## src/rtl/lsu_mem_master.sv

```systemverilog
// lsu_mem_master
//   Load/store unit between the memory pipeline stage and a word-wide data
//   memory. The memory has a combinational read and a write on the clock edge.
//   The unit performs byte, halfword and word accesses at any byte alignment.
//   An access that crosses a word boundary is split into two word accesses.
//   A sub-word store is done as a read-merge-write of each touched word.
//
// Ports
//   clk, rst      clock and synchronous active-high reset
//   req_valid     request present
//   req_ready     high only when idle; a request is accepted when valid & ready
//   req_we        1 = store, 0 = load
//   req_size      00 byte, 01 half, 10/11 word
//   req_unsigned  loads only: 1 = zero-extend, 0 = sign-extend
//   req_addr      byte address, any alignment
//   req_wdata     store data, right-justified
//   rsp_valid     one-cycle completion pulse for loads and stores
//   rsp_rdata     extended load data (0 for stores)
//   mem_we        memory write enable
//   mem_a         memory word index (byte address >> 2)
//   mem_wd        merged write word
//   mem_rd        combinational read data for mem_a
module lsu_mem_master #(
    parameter int ADDRESS_WIDTH = 32,
    parameter int DATA_WIDTH    = 32
) (
    input  logic                     clk,
    input  logic                     rst,
    input  logic                     req_valid,
    output logic                     req_ready,
    input  logic                     req_we,
    input  logic [1:0]               req_size,
    input  logic                     req_unsigned,
    input  logic [ADDRESS_WIDTH-1:0] req_addr,
    input  logic [DATA_WIDTH-1:0]    req_wdata,
    output logic                     rsp_valid,
    output logic [DATA_WIDTH-1:0]    rsp_rdata,
    output logic                     mem_we,
    output logic [ADDRESS_WIDTH-1:0] mem_a,
    output logic [DATA_WIDTH-1:0]    mem_wd,
    input  logic [DATA_WIDTH-1:0]    mem_rd
);

    localparam int AW = ADDRESS_WIDTH;

    typedef enum logic [1:0] {IDLE, ACC0, ACC1, RESP} state_t;

    state_t                state;
    logic [AW-1:0]         addr_q;
    logic [1:0]            size_q;
    logic                  we_q;
    logic                  uns_q;
    logic [DATA_WIDTH-1:0] wdata_q;
    logic [DATA_WIDTH-1:0] asm_q;

    logic [2:0]            nbytes;
    logic [2:0]            span;
    logic                  crossing;
    logic                  in_acc;
    logic [AW-3:0]         word_idx;
    logic [AW-3:0]         word_nxt;
    logic [2:0]            sidx;
    logic [DATA_WIDTH-1:0] asm_nxt;
    logic [DATA_WIDTH-1:0] wd_merge;

    // Sign or zero extension of the assembled load value.
    function automatic logic [DATA_WIDTH-1:0] extend(
        input logic [DATA_WIDTH-1:0] v,
        input logic [1:0]            sz,
        input logic                  uns
    );
        logic signed [7:0]            b;
        logic signed [15:0]           h;
        logic signed [DATA_WIDTH-1:0] r;
        b = v[7:0];
        h = v[15:0];
        case (sz)
            2'b00:   begin r = b; extend = uns ? {24'd0, v[7:0]}  : r; end
            2'b01:   begin r = h; extend = uns ? {16'd0, v[15:0]} : r; end
            default: extend = v;
        endcase
    endfunction

    always_comb begin
        case (size_q)
            2'b00:   nbytes = 3'd1;
            2'b01:   nbytes = 3'd2;
            default: nbytes = 3'd4;
        endcase
    end

    assign span     = {1'b0, addr_q[1:0]} + nbytes;
    assign crossing = (span > 3'd4);
    assign in_acc   = (state == ACC0) || (state == ACC1);
    assign word_idx = addr_q[AW-1:2];
    assign word_nxt = word_idx + {{(AW-3){1'b0}}, 1'b1};

    // Lane mapping: sidx is the byte position within the access that memory
    // lane i carries. In ACC0 lanes below the offset wrap to large values and
    // fall outside nbytes; in ACC1 lane 0 continues after the first word.
    always_comb begin
        sidx     = '0;
        asm_nxt  = asm_q;
        wd_merge = mem_rd;
        for (int i = 0; i < 4; i++) begin
            if (state == ACC1)
                sidx = 3'(i) + (3'd4 - {1'b0, addr_q[1:0]});
            else
                sidx = 3'(i) - {1'b0, addr_q[1:0]};
            if (in_acc && (sidx < nbytes)) begin
                wd_merge[i*8 +: 8]                 = wdata_q[{sidx[1:0], 3'b000} +: 8];
                asm_nxt[{sidx[1:0], 3'b000} +: 8] = mem_rd[i*8 +: 8];
            end
        end
    end

    // Memory port is combinational from state and latched request; a write
    // is suppressed while reset is asserted.
    assign mem_we = we_q && in_acc && !rst;
    assign mem_wd = (we_q && in_acc) ? wd_merge : '0;

    always_comb begin
        case (state)
            ACC0:    mem_a = {2'b00, word_idx};
            ACC1:    mem_a = {2'b00, word_nxt};
            default: mem_a = '0;
        endcase
    end

    always_ff @(posedge clk) begin
        if (rst) begin
            state     <= IDLE;
            req_ready <= 1'b1;
            rsp_valid <= 1'b0;
            rsp_rdata <= '0;
            addr_q    <= '0;
            size_q    <= '0;
            we_q      <= 1'b0;
            uns_q     <= 1'b0;
            wdata_q   <= '0;
            asm_q     <= '0;
        end else begin
            case (state)
                IDLE: begin
                    if (req_valid && req_ready) begin
                        addr_q    <= req_addr;
                        size_q    <= req_size;
                        we_q      <= req_we;
                        uns_q     <= req_unsigned;
                        wdata_q   <= req_wdata;
                        asm_q     <= '0;
                        req_ready <= 1'b0;
                        state     <= ACC0;
                    end
                end
                ACC0: begin
                    asm_q <= asm_nxt;
                    if (crossing) begin
                        state <= ACC1;
                    end else begin
                        state     <= RESP;
                        rsp_valid <= 1'b1;
                        rsp_rdata <= we_q ? '0 : extend(asm_nxt, size_q, uns_q);
                    end
                end
                ACC1: begin
                    asm_q     <= asm_nxt;
                    state     <= RESP;
                    rsp_valid <= 1'b1;
                    rsp_rdata <= we_q ? '0 : extend(asm_nxt, size_q, uns_q);
                end
                RESP: begin
                    rsp_valid <= 1'b0;
                    rsp_rdata <= '0;
                    req_ready <= 1'b1;
                    state     <= IDLE;
                end
                default: state <= IDLE;
            endcase
        end
    end

endmodule

```

## config.mk

```make
export PLATFORM = sky130hd
export DESIGN_NAME = lsu_mem_master
export DESIGN_NICKNAME = d
export VERILOG_FILES = /design/src/rtl/lsu_mem_master.sv
export SDC_FILE = /design/constraint.sdc
export NUM_CORES = 1
export LEC_CHECK = 0
export CAP_MARGIN = 40
export CORE_ASPECT_RATIO = 0.9
export CORE_UTILIZATION = 45
export CTS_CLUSTER_DIAMETER = 100
export DETAILED_ROUTE_END_ITERATION = 6
export PLACE_DENSITY = 0.75
export SKIP_LAST_GASP = 1
export SYNTH_ARGS = -nofsm -noshare
export SYNTH_HDL_FRONTEND = slang
export SYNTH_SLANG_ARGS = --single-unit
```

## constraint.sdc

```tcl
create_clock -name clk -period 4.84 [get_ports clk]
set_input_delay 0.968 -clock clk [delete_from_list [all_inputs] [get_ports clk]]
set_output_delay 0.968 -clock clk [all_outputs]
set_load 0.05 [all_outputs]
```

# == After elaboration in Yosys (flattened, before gate mapping) ==
# Cells that the tools add are included.
# word_totals
output_inout_bits,99
input_bits,103
regBits,136
# op_classes
n_eq_ne,6
n_lt_le_gt_ge,5
add_sub_neg,14
muxes,34
n_reduce_logical,19
shifts,12
# ops
cell,count
2-to-1 mux 32 bit,10
bitwise mux 32 bit,4
case mux 32 bit (2 select lines),2
"variable shift 8 x 7 -> 32 bit, first input constant",4
variable part select 32 x 6 -> 8 bit,4
variable part select 8 x 7 -> 32 bit,4
case mux 32 bit (3 select lines),1
case mux 30 bit (2 select lines),1
2-to-1 mux 8 bit,4
"adder 30 x 1 -> 30 bit, second input constant",1
negator 5 -> 7 bit,4
less-than comparator 3 bit,4
2-to-1 mux 3 bit,4
case mux 2 bit (4 select lines),1
AND reduction 2 bit,4
logical AND 1 bit,7
"adder 2 x 3 -> 3 bit, first input constant",2
case mux 3 bit (2 select lines),1
"subtractor 1 x 2 -> 3 bit, first input constant",2
"subtractor 2 x 2 -> 3 bit, first input constant",2
"== test 2 x 1 -> 1 bit, second input constant",2
"== test 2 bit, second input constant",2
logical NOT 2 bit,2
"!= test 2 bit, second input constant",2
other kinds (13),16

# == Longest topological paths before layout ==
# Gate-level depths: netlist of run 1.
# logic_depth
ltp_word,17
mapped_depth,19

# == Worst setup path before layout of run 1 ==
# OpenSTA, ideal clock, no wires.
# synth_timing
kind,register -> output
from,reg addr_q[0]
to,out mem_wd[24]
t_required_ns,3.872
path_stages_with_launch,16
arrival_time_ns,4.373
setup_slack_ns,-0.501
path_cell_list,dfxtp_1 -> inv_2 -> clkbuf_1 -> ha_1 -> buf_4 -> buf_2 -> nor2_2 -> o21ai_0 -> o21ai_2 -> buf_4 -> ha_1 -> o21ai_0 -> o21ai_1 -> buf_2 -> nand2_1 -> a21oi_1
# synth_via
elab_chain_len,7
elab_cells_between_ends,9
# synth_rtl
element,line_no,text
start: declaration,49,logic [AW-1:0] addr_q;
start signal: assignment,146,addr_q <= req_addr;
subtractor 3 x 2 -> 3 bit,107,"sidx = 3'(i) + (3'd4 - {1'b0, addr_q[1:0]});"
adder 2 x 3 -> 3 bit,107,
2-to-1 mux 3 bit *,106,if (state == ACC1)
"parallel branches: the longest is 2 deep, another holds variable part select 32 x 6 -> 8 bit",--,
2-to-1 mux 8 bit *,110,if (in_acc && (sidx < nbytes)) begin
2-to-1 mux 32 bit *,120,assign mem_wd = (we_q && in_acc) ? wd_merge : '0;
end: declaration,40,"output logic [DATA_WIDTH-1:0] mem_wd,"
# Mark *: on every way between the ends.

# == Worst setup path after layout of run 1 ==
# layout_timing
from,reg state[0]
to,out mem_wd[12]
# layout_via
elab_chain_len,6
elab_cells_between_ends,10
# layout_rtl
element,line_no,text
start: declaration,48,state_t state;
start signal: assignment,132,state <= IDLE;
start signal: assignment,153,state <= ACC0;
start signal: assignment,159,state <= ACC1;
"parallel branches: the longest is 5 deep, another holds variable part select 32 x 6 -> 8 bit",--,
2-to-1 mux 32 bit *,120,
# Marks and branches as above.

==> run_results.csv, run 1 <==
group,metric,value,unit
yosys,synth_edf_count,0,
die,core,20300,sq um
pwr,power_density,503,nW/um^2
setup_path,path_class,"flop to output port",
yosys,yosysMostFrequentCell,"nand2_1",
yosys,synth_compound_area_frac,0.256,
placed_design,port_buffers,199,
timing,max-slew-margin-rel,0.398,
cts,cts_tree,"done",
cts,max-clock-path-buffers,2,
yosys,synth_seq_cells,136,
yosys,avgSynthCellArea,7.67,sq um
die,die-area,21600,sq um
yosys,synth-async-reset-ratio,0,
detailed_routing,drt_iter0_drc,1243,
die,die_w,155,microns
setup_path,required,3.87,ns
job,maxCapViolations,0,
cts,postCtsSetupBuffers,0,
yosys,synth-xor-area-share,0.00370,
timing,rsz0062_at_grt,"false",
cells_and_area,diodes,0,
cells_and_area,nets,1508,
placed_design,hpwl,26400,microns
setup_path,cp.arrival,3.59,ns
yosys,synth_top_area_frac,0.288,
setup_path,slowest_stage,"or2_1",
detailed_routing,drc,0,
yosys,ys_types,84,
detailed_routing,via_per_inst,6.23,
cts,clock_sinks,136,
detailed_routing,drt-pass1-iter-count,7,
yosys,syn_area,9460,sq um
cts,clkTransAtPathRegs,0.06,ns
hold_path,hold_depth,2,
detailed_routing,vias,10458,
yosys,synth-main-ff-cell,"dfxtp_1",
cts,cts-hold-fix-buffers,0,
timing,fin_crit,4.56,ns
cells_and_area,fin_area,12600,sq um
timing,skew,0.0111,ns
setup_path,crit_family,"simple AND/OR/NAND/NOR gates",
die,rows,49,
detailed_routing,routedWlPerCell,21.9,microns
setup_path,slowest_delay,0.60,ns
cts,clock_latency,0.44,ns
yosys,ys_warn_count,0,
grt,overflow,0,
setup_path,ff2ff_setup_slack,0.76,ns
yosys,netlist_top_cells_area,"dfxtp_1 29%, nand2_1 10%, a21oi_1 7.7%, mux4_2 7.6%, nor2_1 3.5%",
yosys,synth_seq_area_share,0.288,
timing,timing.final.crit_share,0.943,
grt,grt_pass1_vias,9811,
die,ios,202,
die,die_y,140,microns
setup_path,critical_path.cell_chain,"inv_1 > ha_1 > nand2_1 > a2bb2oi_2 > or2_1 > nand2_1 > a21oi_1 > buf_12",
setup_path,worstReg2RegStart,"addr_q[1]",
setup_path,reg2regPathDepth,14,
pwr,ir_drop,0.237,mV
yosys,yosys-top-cells-count,"257 x nand2_1, 145 x a21oi_1, 136 x dfxtp_1",
setup_path,critPathCaptureType,"output port",
cts,cts_buffers,17,
grt,antenna_found_initial,0,
hold_path,hp-start,"asm_q[7]",
hold_path,min_to,"asm_q[7]",
timing,slew_violations,0,
setup_path,reg2reg_to,"rsp_rdata[16]",
hold_path,hold_class,"flop to flop",
timing,hold_violations,0,
pwr,p_leak,4.39,nW
placed_design,gp_congestion,1.02,
cells_and_area,final_layout_size_suffix_gt1_frac,0.129,
timing,fin_setup_tns,0,ns
setup_path,setup.worst_path.start_class,"flop",
grt,grt_max_degree,58,
yosys,synth_top_family_by_area,"simple AND/OR/NAND/NOR gates",
cts,htree_levels,4,
yosys,synth.largest_area_cell,"dfxtp_1",
outcome,status,"completed",
grt,grt_use_total,0.341,
grt,grt_first_pass_wirelength,56600,microns
timing,tightest_slew,0.896,ns
placed_design,dpl_cell_area,11900,sq um
yosys,synth_fa_ha_area_frac,0.0265,
yosys,synthMuxAreaShare,0.105,
die,start_util,0.466,
detailed_routing,wirelength,36700,microns
setup_path,worstPathMaxFanout,15,
cells_and_area,syn_to_final_growth,32.8,%
yosys,postSynthCellCount,1233,
cts,cts_root_buf,"clkbuf_16",
timing,finalSetupViolCount,0,
timing,clock.fmax,0.219,GHz
detailed_routing,postRouteAntennaNets,0,
setup_path,cp_num_buf_inv,2,
setup_path,crit_path_frequent_cell,"nand2_1",
cts,cts_resized,0,
yosys,synth-simple-area-share,0.266,
==> through the flow <==
| step | util | power, W | hold slack, ns | worst slack (ns) | cells |
|---|---|---|---|---|---|
| after global placement | 0.586 | 0.00478 | 0.438 | 0.729 | 1643 |
| final | 0.619 | 0.00632 | 0.466 | 0.278 | 1678 |
| after CTS | 0.619 | 0.00625 | 0.470 | 0.164 | 1678 |
| after floorplan | - | 0.00385 | 0.424 | 0.0139 | 1234 |
| after detailed placement | 0.588 | 0.00484 | 0.452 | 0.598 | 1646 |
| after global routing | 0.619 | 0.00663 | 0.500 | 0.0148 | 1678 |
==> registers in the layout, indices dropped and copies added, names as in the netlist <==
signal     count
uns_q          1
rsp_valid      1
rsp_rdata     32
asm_q         32
wdata_q       32
size_q         2
addr_q        32
we_q           1
req_ready      1
state          2
==> final cells by class <==
cell class | instances | area (sq um)
repair buffers | 227 | 2520
fillers | 1801 | 7740
inverters | 20 | 75.1
flip-flops and latches | 136 | 2720
well taps | 280 | 350
clock buffers | 18 | 439
multi-input cells | 983 | 6260
clock inverters | 14 | 186
==> cell usage in the layout (no fill, tap or decap), types with 19 or more instances in the layout <==
| cell type | instances |
|---|---|
| ha_1 | 19 |
| dfxtp_1 | 136 |
| nand3_1 | 57 |
| mux4_2 | 32 |
| nor3_1 | 23 |
| a22oi_1 | 23 |
| o21ai_0 | 49 |
| buf_4 | 26 |
| clkdlybuf4s50_1 | 166 |
| nor2_1 | 87 |
| buf_12 | 32 |
| a21o_1 | 20 |
| nand2_1 | 257 |
| a32oi_1 | 30 |
| a21oi_1 | 137 |
==> worst register-to-register path, stage by stage, from the launching register on <==
cell	delay [ns]
dfxtp_1	0.56
inv_1	0.15
ha_2	0.50
inv_1	0.11
nor2_1	0.16
o21ai_0	0.12
o21ai_2	0.08
ha_1	0.24
o21ai_0	0.29
o21a_2	0.36
and3_1	0.42
nand2_1	0.08
o21ai_0	0.20
nand4_4	0.49
nand3_1	0.26
==> worst max path at each step <==
stage	slack, ns	endpoint	cells past startpoint	startpoint
global placement	0.73	mem_wd[31]	12	addr_q[1]
detailed placement	0.60	rsp_rdata[13]	14	addr_q[1]
floorplan	0.01	mem_wd[24]	15	addr_q[0]
global route	0.01	mem_a[28]	9	addr_q[2]
CTS	0.16	mem_wd[31]	12	addr_q[1]
finish	0.28	mem_wd[12]	8	state[0]
==> cell families after synthesis <==
kind of cell | Yosys count
flip-flops | 136
adder cells (fa/ha/maj) | 20
XOR/XNOR | 4
AO/OA/AOI/OAI | 363
other | 1
buffers and inverters | 115
multiplexers | 58
AND/OR/NAND/NOR | 536
==> report_power, final <==
group | leakage (nW) | switching [W] | internal, W
clock | 0.300 | 0.000569 | 0.000838
combinational | 2.99 | 0.00222 | 0.00115
sequential | 1.11 | 0.000211 | 0.00132
total | 4.39 | 0.00300 | 0.00331
==> metal layers <==
layer | vias to the layer above | global-route usage | share of wire
li1 | 4801 | - | -
met1 | 4938 | 0.456 | 0.41
met2 | 610 | 0.501 | 0.43
met3 | 109 | 0.122 | 0.12
met4 | 0 | 0.131 | 0.036
met5 | - | 0 | 0
Power figures use the tool's default switching activity.
==> inputs of run 2 (changes only) <==
--- a/config.mk
+++ b/config.mk
@@ -5,12 +5,11 @@
 export SDC_FILE = /design/constraint.sdc
 export NUM_CORES = 1
 export LEC_CHECK = 0
-export CAP_MARGIN = 40
 export CORE_ASPECT_RATIO = 0.9
 export CORE_UTILIZATION = 45
 export CTS_CLUSTER_DIAMETER = 100
 export DETAILED_ROUTE_END_ITERATION = 6
-export PLACE_DENSITY = 0.75
+export PLACE_DENSITY = 0.72
 export SKIP_LAST_GASP = 1
 export SYNTH_ARGS = -nofsm -noshare
 export SYNTH_HDL_FRONTEND = slang
==> constraint.sdc (replaced) <==
create_clock -name clk -period 4.6 [get_ports clk]
set_input_delay 0.92 -clock clk [delete_from_list [all_inputs] [get_ports clk]]
set_output_delay 0.92 -clock clk [all_outputs]
set_load 0.05 [all_outputs]
==> run 2 against run 1 <==
Clock-buffer cell count is 1 lower; die area did not move; register-to-register slack worse by 0.26 ns; largest cell class unchanged; largest power group unchanged; cell area rose by 0.65%; combinational power increased by 5%; clock power up 9.9%; critical path depth up 1.
==> run_results.csv, run 2 (synthesized netlist as in run 1, its figures left out) <==
group,metric,value,unit
outcome,status,"completed",
timing,rsz0062_at_grt,"true",
cells_and_area,layout_common_cells,"257 x nand2_1, 162 x clkdlybuf4s50_1, 137 x a21oi_1",
timing,worst_slack,0.147,ns
setup_path,required,3.68,ns
cts,htree_levels,4,
placed_design,gp_congestion,0.991,
die,die_y,140,microns
die,rows,49,
setup_path,setup.worst_path.start_class,"flop",
die,start_util,0.466,
cts,cts-hold-fix-buffers,0,
setup_path,critPathCaptureType,"output port",
cts,cts_root_buf,"clkbuf_16",
timing,fin_crit,4.45,ns
detailed_routing,drt-pass1-iter-count,6,
detailed_routing,via_per_inst,6.23,
setup_path,slowest_stage,"or2_1",
detailed_routing,drc,0,
die,die-area,21600,sq um
timing,max-slew-margin-rel,0.205,
hold_path,hold_depth,2,
cts,clock_sinks,136,
die,core,20300,sq um
grt,grt_pass1_vias,9688,
die,die_w,155,microns
cells_and_area,final_common_cell,"nand2_1",
placed_design,port_buffers,199,
timing,worst_hold_slack,0.465,ns
pwr,power_density,530,nW/um^2
cells_and_area,diodes,0,
grt,antenna_found_initial,1,
grt,overflow,0,
die,ios,202,
timing,finalSetupViolCount,0,
grt,grt_first_pass_wirelength,55300,microns
setup_path,path_class,"flop to output port",
setup_path,slowest_delay,0.62,ns
setup_path,cp.arrival,3.53,ns
timing,timing.final.crit_share,0.968,
timing,hold_violations,0,
grt,grt_max_degree,69,
detailed_routing,routedWlPerCell,21.4,microns
pwr,ir_drop,0.256,mV
job,maxCapViolations,0,
timing,skew,0.0159,ns
setup_path,reg2regPathDepth,15,
detailed_routing,drt_iter0_drc,1439,
hold_path,hold_class,"flop to flop",
placed_design,hpwl,25700,microns
cts,cts_tree,"done",
setup_path,ff2ff_setup_slack,0.50,ns
detailed_routing,wirelength,35900,microns
setup_path,crit_family,"compound AO/OA/AOI/OAI gates",
detailed_routing,vias,10429,
cts,max-clock-path-buffers,2,
placed_design,dpl_cell_area,12000,sq um
timing,slew_violations,0,
setup_path,critical_path.cell_chain,"inv_2 > ha_1 > buf_4 > a21boi_0 > o311ai_2 > or2_1 > nand2_1 > a21oi_1 > buf_12",
grt,grt_use_total,0.332,
timing,tightest_slew,1.19,ns
setup_path,worstPathMaxFanout,27,
cells_and_area,syn_to_final_growth,33.6,%
detailed_routing,postRouteAntennaNets,0,
setup_path,cp_num_buf_inv,3,
cells_and_area,fin_area,12600,sq um
cts,clock_latency,0.44,ns
placed_design,dp_slack,0.456,ns
setup_path,cp_num_cells,9,
timing,clock.fmax,0.225,GHz
cts,cts_buffers,17,
cells_and_area,nets,1505,
cts,clkTransAtPathRegs,0.07,ns
pwr,p_leak,4.43,nW
cells_and_area,final_layout_size_suffix_gt1_frac,0.131,
[run 2: where the power goes]
| part | switching [W] | internal, W | total [W] |
|---|---|---|---|
| registers | 0.000216 | 0.00139 | 0.00160 |
| clock network | 0.000617 | 0.000932 | 0.00155 |
| logic | 0.00234 | 0.00121 | 0.00355 |
[run 2: path summary, 6_finish.rpt]
check,endpoint,startpoint
setup / recovery,mem_wd[15],addr_q[0]
hold / removal,rsp_rdata[30],rsp_rdata[30]
setup reg to reg,rsp_rdata[17],addr_q[0]
hold reg to reg,rsp_rdata[30],rsp_rdata[30]
[run 2: final cells by class]
class	count	area, sq um
Inverter	20	75.1
Fill cell	1791	7650
Tap cell	280	350
Timing Repair Buffer	224	2480
Multi-Input combinational cell	983	6350
Clock buffer	17	425
Sequential cell	136	2720
Clock inverter	15	226
[run 2: per-stage QoR]
| stage | TNS [ns] | utilization | instances | total power [W] |
|---|---|---|---|---|
| 2_1_floorplan | 0 | - | 1234 | 0.00408 |
| 3_3_place_gp | 0 | 0.589 | 1643 | 0.00503 |
| 3_5_place_dp | 0 | 0.589 | 1643 | 0.00507 |
| 4_1_cts | 0 | 0.621 | 1675 | 0.00662 |
| 5_1_grt | -0.0478 | 0.623 | 1675 | 0.00704 |
| 6_report | 0 | 0.623 | 1675 | 0.00670 |
[run 2: worst register-to-register path, delay by kind of cell, from the launching register on]
family,cells,cell delay [ns]
buffers and inverters,3,0.55
AND/OR/NAND/NOR,2,0.26
flip-flops,1,0.35
adder cells (fa/ha/maj),2,0.57
AO/OA/AOI/OAI,8,2.23
[run 2: timing repair]
| action | CTS | global route |
|---|---|---|
| setup buffers | 0 | 0 |
| endpoints found under the setup margin | 0 | 12 |
| gates resized for setup | 0 | 7 |
[run 2: per-layer routing]
metal | wire length (microns) | global-route usage
met5 | 0 | 0
met4 | 1340 | 0.127
met3 | 4270 | 0.0956
met2 | 15300 | 0.484
met1 | 14900 | 0.462
